--- src/rtl/apb_slave_regfile.sv ---
// APB slave register file: NREGS-1 read/write bytes plus a read-only transfer counter at NREGS-1.
// Define APB_SLAVE_WAIT_EN to insert WAIT_CYCLES access-phase wait states per transfer.
module apb_slave_regfile #(
    parameter int unsigned NREGS       = 16,
    parameter int unsigned WAIT_CYCLES = 2
) (
    input  logic       i_clk,
    input  logic       i_reset,
    input  logic       i_psel,
    input  logic       i_penable,
    input  logic       i_pwrite,
    input  logic [7:0] i_paddr,
    input  logic [7:0] i_pwdata,
    output logic       o_pready,
    output logic       o_pslverr,
    output logic [7:0] o_prdata,
    output logic [7:0] o_ctrl
);

    localparam int unsigned IDX_W  = 4;
    localparam int unsigned DATA_W = 8;
    localparam int unsigned WCNT_W = 4;

    localparam logic [1:0] ST_IDLE  = 2'd0;
`ifdef APB_SLAVE_WAIT_EN
    localparam logic [1:0] ST_WAIT  = 2'd1;
`endif
    localparam logic [1:0] ST_READY = 2'd2;

    logic [1:0]        state_q, state_d;
    logic [IDX_W-1:0]  idx_q;
    logic              write_q;
    logic [DATA_W-1:0] wdata_q;
    logic              err_q;
    logic [DATA_W-1:0] rdata_q;
    logic [DATA_W-1:0] regs_q [NREGS-1];
    logic [DATA_W-1:0] xfer_cnt_q;

    logic              setup_c;
    logic              access_c;
    logic              setup_err_c;
    logic [DATA_W-1:0] setup_rdata_c;
    logic              capture_c;
    logic              done_c;
    logic              pready_d;
    logic              pslverr_d;
    logic [DATA_W-1:0] prdata_d;

`ifdef APB_SLAVE_WAIT_EN
    logic [WCNT_W-1:0] wcnt_q, wcnt_d;
`else
    logic unused_wait_cfg;
    assign unused_wait_cfg = |WCNT_W'(WAIT_CYCLES);
`endif

    assign setup_c  = i_psel & ~i_penable;
    assign access_c = i_psel & i_penable;
    assign o_ctrl   = regs_q[0];

    // Error and read data are resolved at the setup edge so the counter is sampled there.
    always_comb begin
        setup_err_c   = (i_paddr >= DATA_W'(NREGS)) ||
                        (i_pwrite && (i_paddr == DATA_W'(NREGS - 1)));
        setup_rdata_c = '0;
        if (!setup_err_c && !i_pwrite) begin
            if (i_paddr == DATA_W'(NREGS - 1)) begin
                setup_rdata_c = xfer_cnt_q;
            end
            for (int i = 0; i < int'(NREGS) - 1; i++) begin
                if (i_paddr == DATA_W'(i)) begin
                    setup_rdata_c = regs_q[i];
                end
            end
        end
    end

    // Next-state and registered-output logic.
    always_comb begin
        state_d   = state_q;
        capture_c = 1'b0;
        done_c    = 1'b0;
        pready_d  = 1'b0;
        pslverr_d = 1'b0;
        prdata_d  = '0;
`ifdef APB_SLAVE_WAIT_EN
        wcnt_d    = wcnt_q;
`endif
        case (state_q)
            ST_IDLE: begin
                if (setup_c) begin
                    capture_c = 1'b1;
`ifdef APB_SLAVE_WAIT_EN
                    if (WAIT_CYCLES != 0) begin
                        state_d = ST_WAIT;
                        wcnt_d  = WCNT_W'(WAIT_CYCLES);
                    end else begin
                        state_d = ST_READY;
                    end
`else
                    state_d = ST_READY;
`endif
                end
            end
`ifdef APB_SLAVE_WAIT_EN
            ST_WAIT: begin
                if (!i_psel) begin
                    state_d = ST_IDLE;
                end else if (i_penable) begin
                    wcnt_d = wcnt_q - WCNT_W'(1);
                    if (wcnt_q == WCNT_W'(1)) begin
                        state_d = ST_READY;
                    end
                end
            end
`endif
            ST_READY: begin
                if (!i_psel) begin
                    state_d = ST_IDLE;
                end else if (access_c) begin
                    state_d = ST_IDLE;
                    done_c  = 1'b1;
                end
            end
            default: state_d = ST_IDLE;
        endcase

        if (state_d == ST_READY) begin
            pready_d  = 1'b1;
            pslverr_d = capture_c ? setup_err_c : err_q;
            prdata_d  = capture_c ? setup_rdata_c : rdata_q;
        end
    end

    // State, capture and output registers.
    always_ff @(posedge i_clk or posedge i_reset) begin
        if (i_reset) begin
            state_q   <= ST_IDLE;
            idx_q     <= '0;
            write_q   <= 1'b0;
            wdata_q   <= '0;
            err_q     <= 1'b0;
            rdata_q   <= '0;
            o_pready  <= 1'b0;
            o_pslverr <= 1'b0;
            o_prdata  <= '0;
`ifdef APB_SLAVE_WAIT_EN
            wcnt_q    <= '0;
`endif
        end else begin
            state_q   <= state_d;
            o_pready  <= pready_d;
            o_pslverr <= pslverr_d;
            o_prdata  <= prdata_d;
`ifdef APB_SLAVE_WAIT_EN
            wcnt_q    <= wcnt_d;
`endif
            if (capture_c) begin
                idx_q   <= i_paddr[IDX_W-1:0];
                write_q <= i_pwrite;
                wdata_q <= i_pwdata;
                err_q   <= setup_err_c;
                rdata_q <= setup_rdata_c;
            end
        end
    end

    // Register file and transfer counter commit only on an error-free completion.
    always_ff @(posedge i_clk or posedge i_reset) begin
        if (i_reset) begin
            for (int i = 0; i < int'(NREGS) - 1; i++) begin
                regs_q[i] <= '0;
            end
            xfer_cnt_q <= '0;
        end else if (done_c && !err_q) begin
            xfer_cnt_q <= xfer_cnt_q + DATA_W'(1);
            if (write_q) begin
                for (int i = 0; i < int'(NREGS) - 1; i++) begin
                    if (idx_q == IDX_W'(i)) begin
                        regs_q[i] <= wdata_q;
                    end
                end
            end
        end
    end

endmodule

--- config.mk ---
export PLATFORM = sky130hd
export DESIGN_NAME = apb_slave_regfile
export DESIGN_NICKNAME = d
export VERILOG_FILES = /design/src/rtl/apb_slave_regfile.sv
export SDC_FILE = /design/constraint.sdc
export NUM_CORES = 1
export LEC_CHECK = 0
export ABC_CLOCK_PERIOD_IN_PS = 7100
export CAP_MARGIN = 40
export CORE_UTILIZATION = 45
export CTS_BUF_LIST = sky130_fd_sc_hd__clkbuf_4 sky130_fd_sc_hd__clkbuf_8 sky130_fd_sc_hd__clkbuf_16
export DETAILED_ROUTE_END_ITERATION = 6
export GPL_TIMING_DRIVEN = 1
export PLACE_DENSITY = 0.59
export SLEW_MARGIN = 20
export SYNTH_ARGS = -nofsm -noshare
export SYNTH_HDL_FRONTEND = slang
export SYNTH_SLANG_ARGS = --single-unit
--- constraint.sdc ---
create_clock -name i_clk -period 7.1 [get_ports i_clk]
set_input_delay 0.71 -clock i_clk [delete_from_list [all_inputs] [get_ports i_clk]]
set_output_delay 0.71 -clock i_clk [all_outputs]
set_load 0.05 [all_outputs]
==> results of run 1 <==
## synth_stat cells, drive strengths merged, types with 6 or more instances
library cell / n
nand3: 15
dfrtp: 162
buf: 35
a31oi: 9
nand2: 66
a22oi: 8
o21ai: 28
a211oi: 8
inv: 7
nor2: 24
nand2b: 14
clkbuf: 18
nor3: 7
mux2: 136
nor2b: 6
o22ai: 9
o221ai: 8
a21oi: 14
## worst min-delay path, delay by kind of cell, from the launching register on
family        cells  cell delay [ns]
flops             1             0.32
simple gates      2             0.13
## through the flow
stage | util | area [um^2] | cells | setup slack (ns)
final | 0.520 | 8960 | 913 | 4.18
after global routing | 0.520 | 8960 | 913 | 4.06
after CTS | 0.518 | 8930 | 912 | 4.30
after detailed placement | 0.485 | 8370 | 881 | 3.86
after global placement | 0.483 | 8330 | 878 | 3.50
after floorplan | - | 7910 | 661 | 2.01
## report_power, final
part           internal (mW)  switching (mW)  leakage (nW)  total [mW]
logic                 0.0475          0.0878          1.70       0.135
clock network          0.528           0.366         0.282       0.894
registers              0.940          0.0720          2.24        1.01
## kinds of logic (layout without fill, tap and decap cells)
logic type | count (synthesis) | in the layout | share of synthesized area
XOR/XNOR | 7 | 7 | 0.00775
buffers and inverters | 61 | 88 | 0.0407
other | 1 | 1 | 0.000474
AND/OR/NAND/NOR | 168 | 168 | 0.130
adder cells (fa/ha/maj) | 1 | 1 | 0.00158
AO/OA/AOI/OAI | 122 | 122 | 0.107
flip-flops | 162 | 162 | 0.513
multiplexers | 139 | 139 | 0.201
## state kept, by name (all words and copies together), names as in the netlist
name and count:
err_q 1, idx_q 4, o_ctrl 8, o_prdata 8
o_pready 1, o_pslverr 1, rdata_q 8, regs_q 112
state_q 2, wdata_q 8, write_q 1, xfer_cnt_q 8
## final timing paths
| kind | start | endpoint | slack, ns | cells past startpoint |
|---|---|---|---|---|
| hold reg to reg | rdata_q[7]$_DFF_PP0_ | rdata_q[7]$_DFF_PP0_ | 0.49 | 2 |
| max in group asynchronous | i_reset | o_prdata[5]$_DFF_PP0_ | 5.33 | 4 |
| hold / removal | rdata_q[7]$_DFF_PP0_ | rdata_q[7]$_DFF_PP0_ | 0.49 | 2 |
| setup reg to reg | state_q[1]$_DFF_PP0_ | o_ctrl[4]$_DFFE_PP0P_ | 4.51 | 5 |
| min in group asynchronous | i_reset | regs_q[20]$_DFFE_PP0P_ | 0.62 | 2 |
| setup / recovery | i_paddr[0] | rdata_q[5]$_DFF_PP0_ | 4.18 | 7 |
## routing by layer
| layer | up-vias | track usage |
|---|---|---|
| met1 | 2781 | 0.360 |
| li1 | 2442 | - |
| met2 | 197 | 0.391 |
| met5 | - | 0 |
| met3 | 52 | 0.0488 |
| met4 | 0 | 0.141 |
## cell type report
cell class | instances | area (um^2) | share of cell area
inverter | 8 | 35.0 | 0.00391
multi-input combinational | 438 | 3530 | 0.394
tap | 225 | 282 | 0.0314
sequential | 162 | 4050 | 0.452
timing repair buffer | 49 | 490 | 0.0547
clock inverter | 11 | 114 | 0.0127
clock buffer | 20 | 454 | 0.0507
==> flow_summary.rst, run 1 <==
.. list-table::
   :header-rows: 1

   * - Metric
     - Value
   * - Outcome
     - finished clean
   * - Root Buffer
     - sky130_fd_sc_hd__clkbuf_16
   * - Clock insertion delay at the later pin of the skew report
     - 0.43 ns
   * - Number of top-level pins
     - 39
   * - Routed wire length per instance
     - 24.2 um
   * - Final worst path period share
     - 0.411
   * - Delay contributed by the slowest stage of the critical path
     - 0.82 ns
   * - Reg clk slew, reported paths
     - 0.06 ns
   * - Register bit count reported by yosys
     - 162
   * - Worst hold path type
     - register to register
   * - Synth Cell Area
     - 7910 um^2
   * - Net total in the final layout
     - 698
   * - Buffering stage count on the worst path with inverters included
     - 2
   * - Yosys warns
     - 0
   * - Pin count of the biggest net entering global routing
     - 85
   * - Number of remaining DRC errors
     - 0
   * - Number of global-route vias before repair
     - 5,615
   * - Critical-path cell list
     - buf_2, buf_4, nand2b_1, o221ai_1, a22oi_1, o41ai_1, nand2_1
   * - Yosys cell types
     - 76
   * - Max Transition Viols Final
     - 0
   * - Highest clock frequency the design can meet
     - 342 MHz
   * - Num CTS Buffers
     - 17
   * - Highest metal layer used by the detailed router
     - met4
   * - Cell Pwr Density
     - 228 nW/um^2
   * - Fin. Hold Viols
     - 0
   * - Proportion of layout cells with a drive suffix above 1
     - 0.307
   * - Core Footprint
     - approximately 17,000 um^2
   * - Standard-cell rows
     - between 40 and 50
   * - Gate count after technology mapping
     - 661
   * - # resized after CTS
     - 0
   * - Fin Setup TNS
     - 0 ns
   * - Initial drt markers
     - 506
   * - Shortest clock period the worst path allows after layout
     - 2.92 ns
   * - Hold slack
     - between 0.4 and 0.5 ns
   * - Commonest non-fill, non-tap cell in the layout
     - sky130_fd_sc_hd__dfrtp_1
   * - Fill cell count
     - 1,500
   * - Remaining global-route overflow
     - 0
   * - Layout overhead on the synthesized area
     - 13.3%
   * - Width of the die
     - around 130 um
   * - Number of buffers added to fix hold violations after cts
     - 0
   * - Router iterations before antenna repair
     - 6
   * - Initial antenna violation count
     - 0
   * - Fraction of registers with async set/reset
     - 1.00
   * - Cells taking the most area after synthesis
     - sky130_fd_sc_hd__dfrtp_1 51%, sky130_fd_sc_hd__mux2_2 19%, sky130_fd_sc_hd__nand2_1 3.1%
   * - Setup crit end kind
     - register
   * - Final estimated routing congestion in global placement
     - between 0.8 and 0.9
   * - DRT met1 WL
     - 9880 um
   * - Number of vias per cell
     - about 6.0
   * - Post-CTS setup-driven buffer insertion count
     - 0
   * - Detailed-route wire length
     - 22,100 um
   * - Count of flip-flops with a built-in enable after synthesis
     - 0
   * - Post-synth top area share
     - 0.513
   * - Clock tree from TritonCTS
     - done
   * - Initial core utilization
     - 0.459
   * - Gr usage total
     - 0.261
   * - Data arrival time at the worst-slack endpoint
     - 3.19 ns
   * - Most frequent cells in the layout
     - 162 x sky130_fd_sc_hd__dfrtp_1, 136 x sky130_fd_sc_hd__mux2_2, 66 x sky130_fd_sc_hd__nand2_1, 36 x sky130_fd_sc_hd__clkdlybuf4s50_1, 27 x sky130_fd_sc_hd__o21ai_0
   * - Metal3 WL
     - 1220 um
   * - Max Buffers Root-to-Sink
     - 2
   * - Tightest Pin Transition
     - roughly 0.88 ns
   * - Number of vias after detailed routing
     - between 5,000 and 6,000
   * - CP Class
     - primary input to register
   * - DIE HEIGHT
     - 135 um
   * - Final total power
     - 2.04 mW
   * - CP required
     - 7.37 ns
   * - Maximum level of the CTS H-tree
     - 4
   * - CP Max Fanout
     - 54
   * - First-pass GRT wire length
     - 34,200 um
   * - Quantity of I/O buffers inserted on ports
     - 38
   * - Clock tree sinks
     - 162
   * - Post-Synthesis Mean Instance Area
     - ~12 um^2
   * - Wire length on met2
     - between 10,000 and 15,000 um
   * - Endpoints failing setup
     - 0
   * - MaxCap Viol Count
     - 0
   * - Most common flop cell mapped by yosys
     - sky130_fd_sc_hd__dfrtp_1
   * - Count of nets left with antenna violations after detail routing
     - 0
   * - Number of antenna diodes
     - 0
   * - Static leakage
     - 4.22 nW
   * - Cell type of the slowest stage on the worst timing path
     - sky130_fd_sc_hd__o41ai_1
   * - Family with the most delay on the worst path
     - compound AO/OA/AOI/OAI gates
   * - Part of the Yosys area used for sequential elements
     - 0.513
   * - Net count after synthesis
     - 683
   * - Post-synthesis cell type with the largest combined area
     - sky130_fd_sc_hd__dfrtp_1
   * - Headroom to the max-slew limit
     - 0.408
   * - Detailed placement HPWL
     - 14,700 um
   * - Worst clock skew
     - between 0.007 and 0.008 ns
   * - Startpoint type of the worst setup path
     - primary input
   * - Unrepaired setup endpoints after global routing
     - false
   * - Die area
     - 18,100 um^2
   * - Largest vdd supply drop
     - 0.000195 V
(Power assumes the default switching activity.)
==> run 2: changes to the inputs <==
- ABC_CLOCK_PERIOD_IN_PS: 7100 -> 2500
- PLACE_DENSITY: 0.59 -> 0.62
- clock period: 7.1 -> 2.5 ns (I/O delays scaled with it)
==> run 2 against run 1 <==
Effect of this change: setup slack worse by 3.9 ns; clock skew is 0.0070 ns higher; sequential power grew to 2.8 times the previous value; critical path type is now register to register; largest cell class unchanged; largest power group unchanged.
==> flow_summary.rst, run 2 (synthesis results as in run 1) <==
.. list-table::
   :header-rows: 1

   * - Metric
     - Value
   * - MaxCap Viol Count
     - 0
   * - Initial antenna violation count
     - 1
   * - Clock tree from TritonCTS
     - done
   * - Router iterations before antenna repair
     - 5
   * - Max Transition Viols Final
     - 0
   * - Fin area
     - 9340 um^2
   * - Largest Register
     - regs_q
   * - Detailed placement HPWL
     - about 16,000 um
   * - Core Footprint
     - between 15,000 and 20,000 um^2
   * - Commonest non-fill, non-tap cell in the layout
     - sky130_fd_sc_hd__dfrtp_1
   * - Placed Cells incl. Taps
     - a little over 900
   * - Count of nets left with antenna violations after detail routing
     - 0
   * - Gr usage total
     - 0.269
   * - Num CTS Buffers
     - 17
   * - Number of standard cells in the final layout excluding fillers
     - 948
   * - Width of the die
     - 135 um
   * - Outcome
     - finished clean
   * - Detailed-route wire length
     - ~23,000 um
   * - Part of the power in combinational logic
     - 0.074
   * - Internal power
     - 4.46 mW
   * - Data arrival time at the worst-slack endpoint
     - between 2 and 3 ns
   * - Fin. Hold Viols
     - 0
   * - Highest clock frequency the design can meet
     - 455 MHz
   * - Quantity of I/O buffers inserted on ports
     - 38
   * - First-pass GRT wire length
     - 35,400 um
   * - Endpoints failing setup
     - 0
   * - Post-CTS setup-driven buffer insertion count
     - 0
   * - Largest register FFs
     - 112
   * - # resized after CTS
     - 0
   * - Number of top-level pins
     - 39
   * - DIE HEIGHT
     - between 100 and 150 um
   * - Headroom to the max-slew limit
     - 0.413
   * - Final estimated routing congestion in global placement
     - around 0.93
   * - Number of global-route vias before repair
     - approximately 5,900
   * - Net switching component of the power
     - around 1.5 mW
   * - CP Class
     - register to register
   * - Most frequent cells in the layout
     - 162 x sky130_fd_sc_hd__dfrtp_1, 136 x sky130_fd_sc_hd__mux2_2, 66 x sky130_fd_sc_hd__nand2_1, 36 x sky130_fd_sc_hd__clkdlybuf4s50_1, 36 x sky130_fd_sc_hd__buf_4
   * - Maximum level of the CTS H-tree
     - 4
   * - Die area
     - 18,100 um^2
   * - Layout overhead on the synthesized area
     - 18.0%
   * - Fin Setup TNS
     - 0 ns
   * - Largest vdd supply drop
     - 0.000529 V
   * - CP Max Fanout
     - 3
   * - Launch point of the critical path
     - o_ctrl[5]$_DFFE_PP0P_
   * - Remaining global-route overflow
     - 0
   * - Pin count of the biggest net entering global routing
     - 53
   * - Number of antenna diodes
     - 0
   * - Post-detailed-placement cell area
     - 8720 um^2
   * - Hold slack
     - ~0.19 ns
   * - Unrepaired setup endpoints after global routing
     - false
   * - Cell Pwr Density
     - 643 nW/um^2
   * - Tightest Pin Transition
     - 0.881 ns
   * - Number of vias after detailed routing
     - 5,675
   * - Sequential share of power
     - 0.478
   * - Initial drt markers
     - 574
   * - Startpoint type of the worst setup path
     - register
   * - Number of vias per cell
     - 5.99
   * - Max Buffers Root-to-Sink
     - 2
   * - Root Buffer
     - sky130_fd_sc_hd__clkbuf_16
   * - Initial core utilization
     - 0.459
   * - Static leakage
     - 4.42 nW
   * - Setup crit end kind
     - register
   * - Number of buffers added to fix hold violations after cts
     - 0
   * - Final worst path period share
     - 0.880
   * - Clock insertion delay at the later pin of the skew report
     - 0.44 ns
   * - Switching share of power
     - 0.258
   * - Worst clock skew
     - 0.0147 ns
   * - Clock tree sinks
     - 162
   * - Number of remaining DRC errors
     - 0
   * - CP required
     - 2.82 ns
   * - Shortest clock period the worst path allows after layout
     - 2.20 ns
   * - Routed wire length per instance
     - 23.8 um
   * - Worst hold path type
     - primary input to asynchronous set/reset pin
   * - Net total in the final layout
     - about 730
   * - Standard-cell rows
     - 48
   * - Proportion of layout cells with a drive suffix above 1
     - 0.340
   * - RR Startpoint
     - o_ctrl[5]$_DFFE_PP0P_
   * - Clock network power share
     - 0.448
   * - Reg clk slew, reported paths
     - 0.06 ns
-- run 2: cell types whose count changed in the layout (fill, tap and decap cells not counted), sizes merged --
cell and change:
buf +34, clkinvlp +2, bufinv +1, clkbuf -1
clkinv -1
-- run 2: worst paths after layout --
kind	slack, ns	end	depth (start not counted)
worst max-delay path	0.30	o_prdata[5]$_DFF_PP0_	6
worst min-delay path	0.19	regs_q[49]$_DFFE_PP0P_	2
worst max register to register	0.30	o_prdata[5]$_DFF_PP0_	6
worst min register to register	0.48	rdata_q[7]$_DFF_PP0_	2
max in group asynchronous	1.46	regs_q[30]$_DFFE_PP0P_	4
min in group i_clk	0.35	wdata_q[7]$_DFFE_PP0P_	3
-- run 2: worst max-delay path: stages, from the launching register on --
cell,delay [ns]
sky130_fd_sc_hd__dfrtp_1,0.40
sky130_fd_sc_hd__mux2_2,0.27
sky130_fd_sc_hd__o221ai_1,0.43
sky130_fd_sc_hd__a22oi_1,0.22
sky130_fd_sc_hd__o41ai_1,0.53
sky130_fd_sc_hd__buf_4,0.20
sky130_fd_sc_hd__nand2_1,0.04
-- run 2: layer usage --
| metal | vias up | GRT usage | share of wire |
|---|---|---|---|
| met1 | 2926 | 0.359 | 0.44 |
| met5 | - | 0 | 0.00058 |
| met3 | 41 | 0.0586 | 0.062 |
| met2 | 202 | 0.425 | 0.47 |
| li1 | 2504 | - | - |
| met4 | 2 | 0.114 | 0.031 |
-- run 2: power by group through the flow --
stage	clock, mW	combinational (mW)	sequential, mW
after CTS	2.74	0.442	2.86
after global placement	0	0.437	2.91
after global routing	2.84	0.482	2.88
after floorplan	0	0.319	2.77
final	2.69	0.443	2.87
after detailed placement	0	0.441	2.91
-- run 2: final cells by class --
type / count / area, um^2
Multi-Input combinational cell: 438 / 3530
Clock inverter: 13 / 159
Timing Repair Buffer: 83 / 821
Clock buffer: 19 / 453
Tap cell: 225 / 282
Sequential cell: 162 / 4050
Inverter: 8 / 33.8
Fill cell: 1468 / 7900
-- run 2: per-stage QoR --
stage                util  worst slack (ns)  power [mW]
floorplan               -             0.193        3.09
global placement    0.506             0.102        3.34
detailed placement  0.506            0.0687        3.35
CTS                 0.542             0.321        6.05
global route        0.542             0.229        6.20
finish              0.542             0.301        6.01
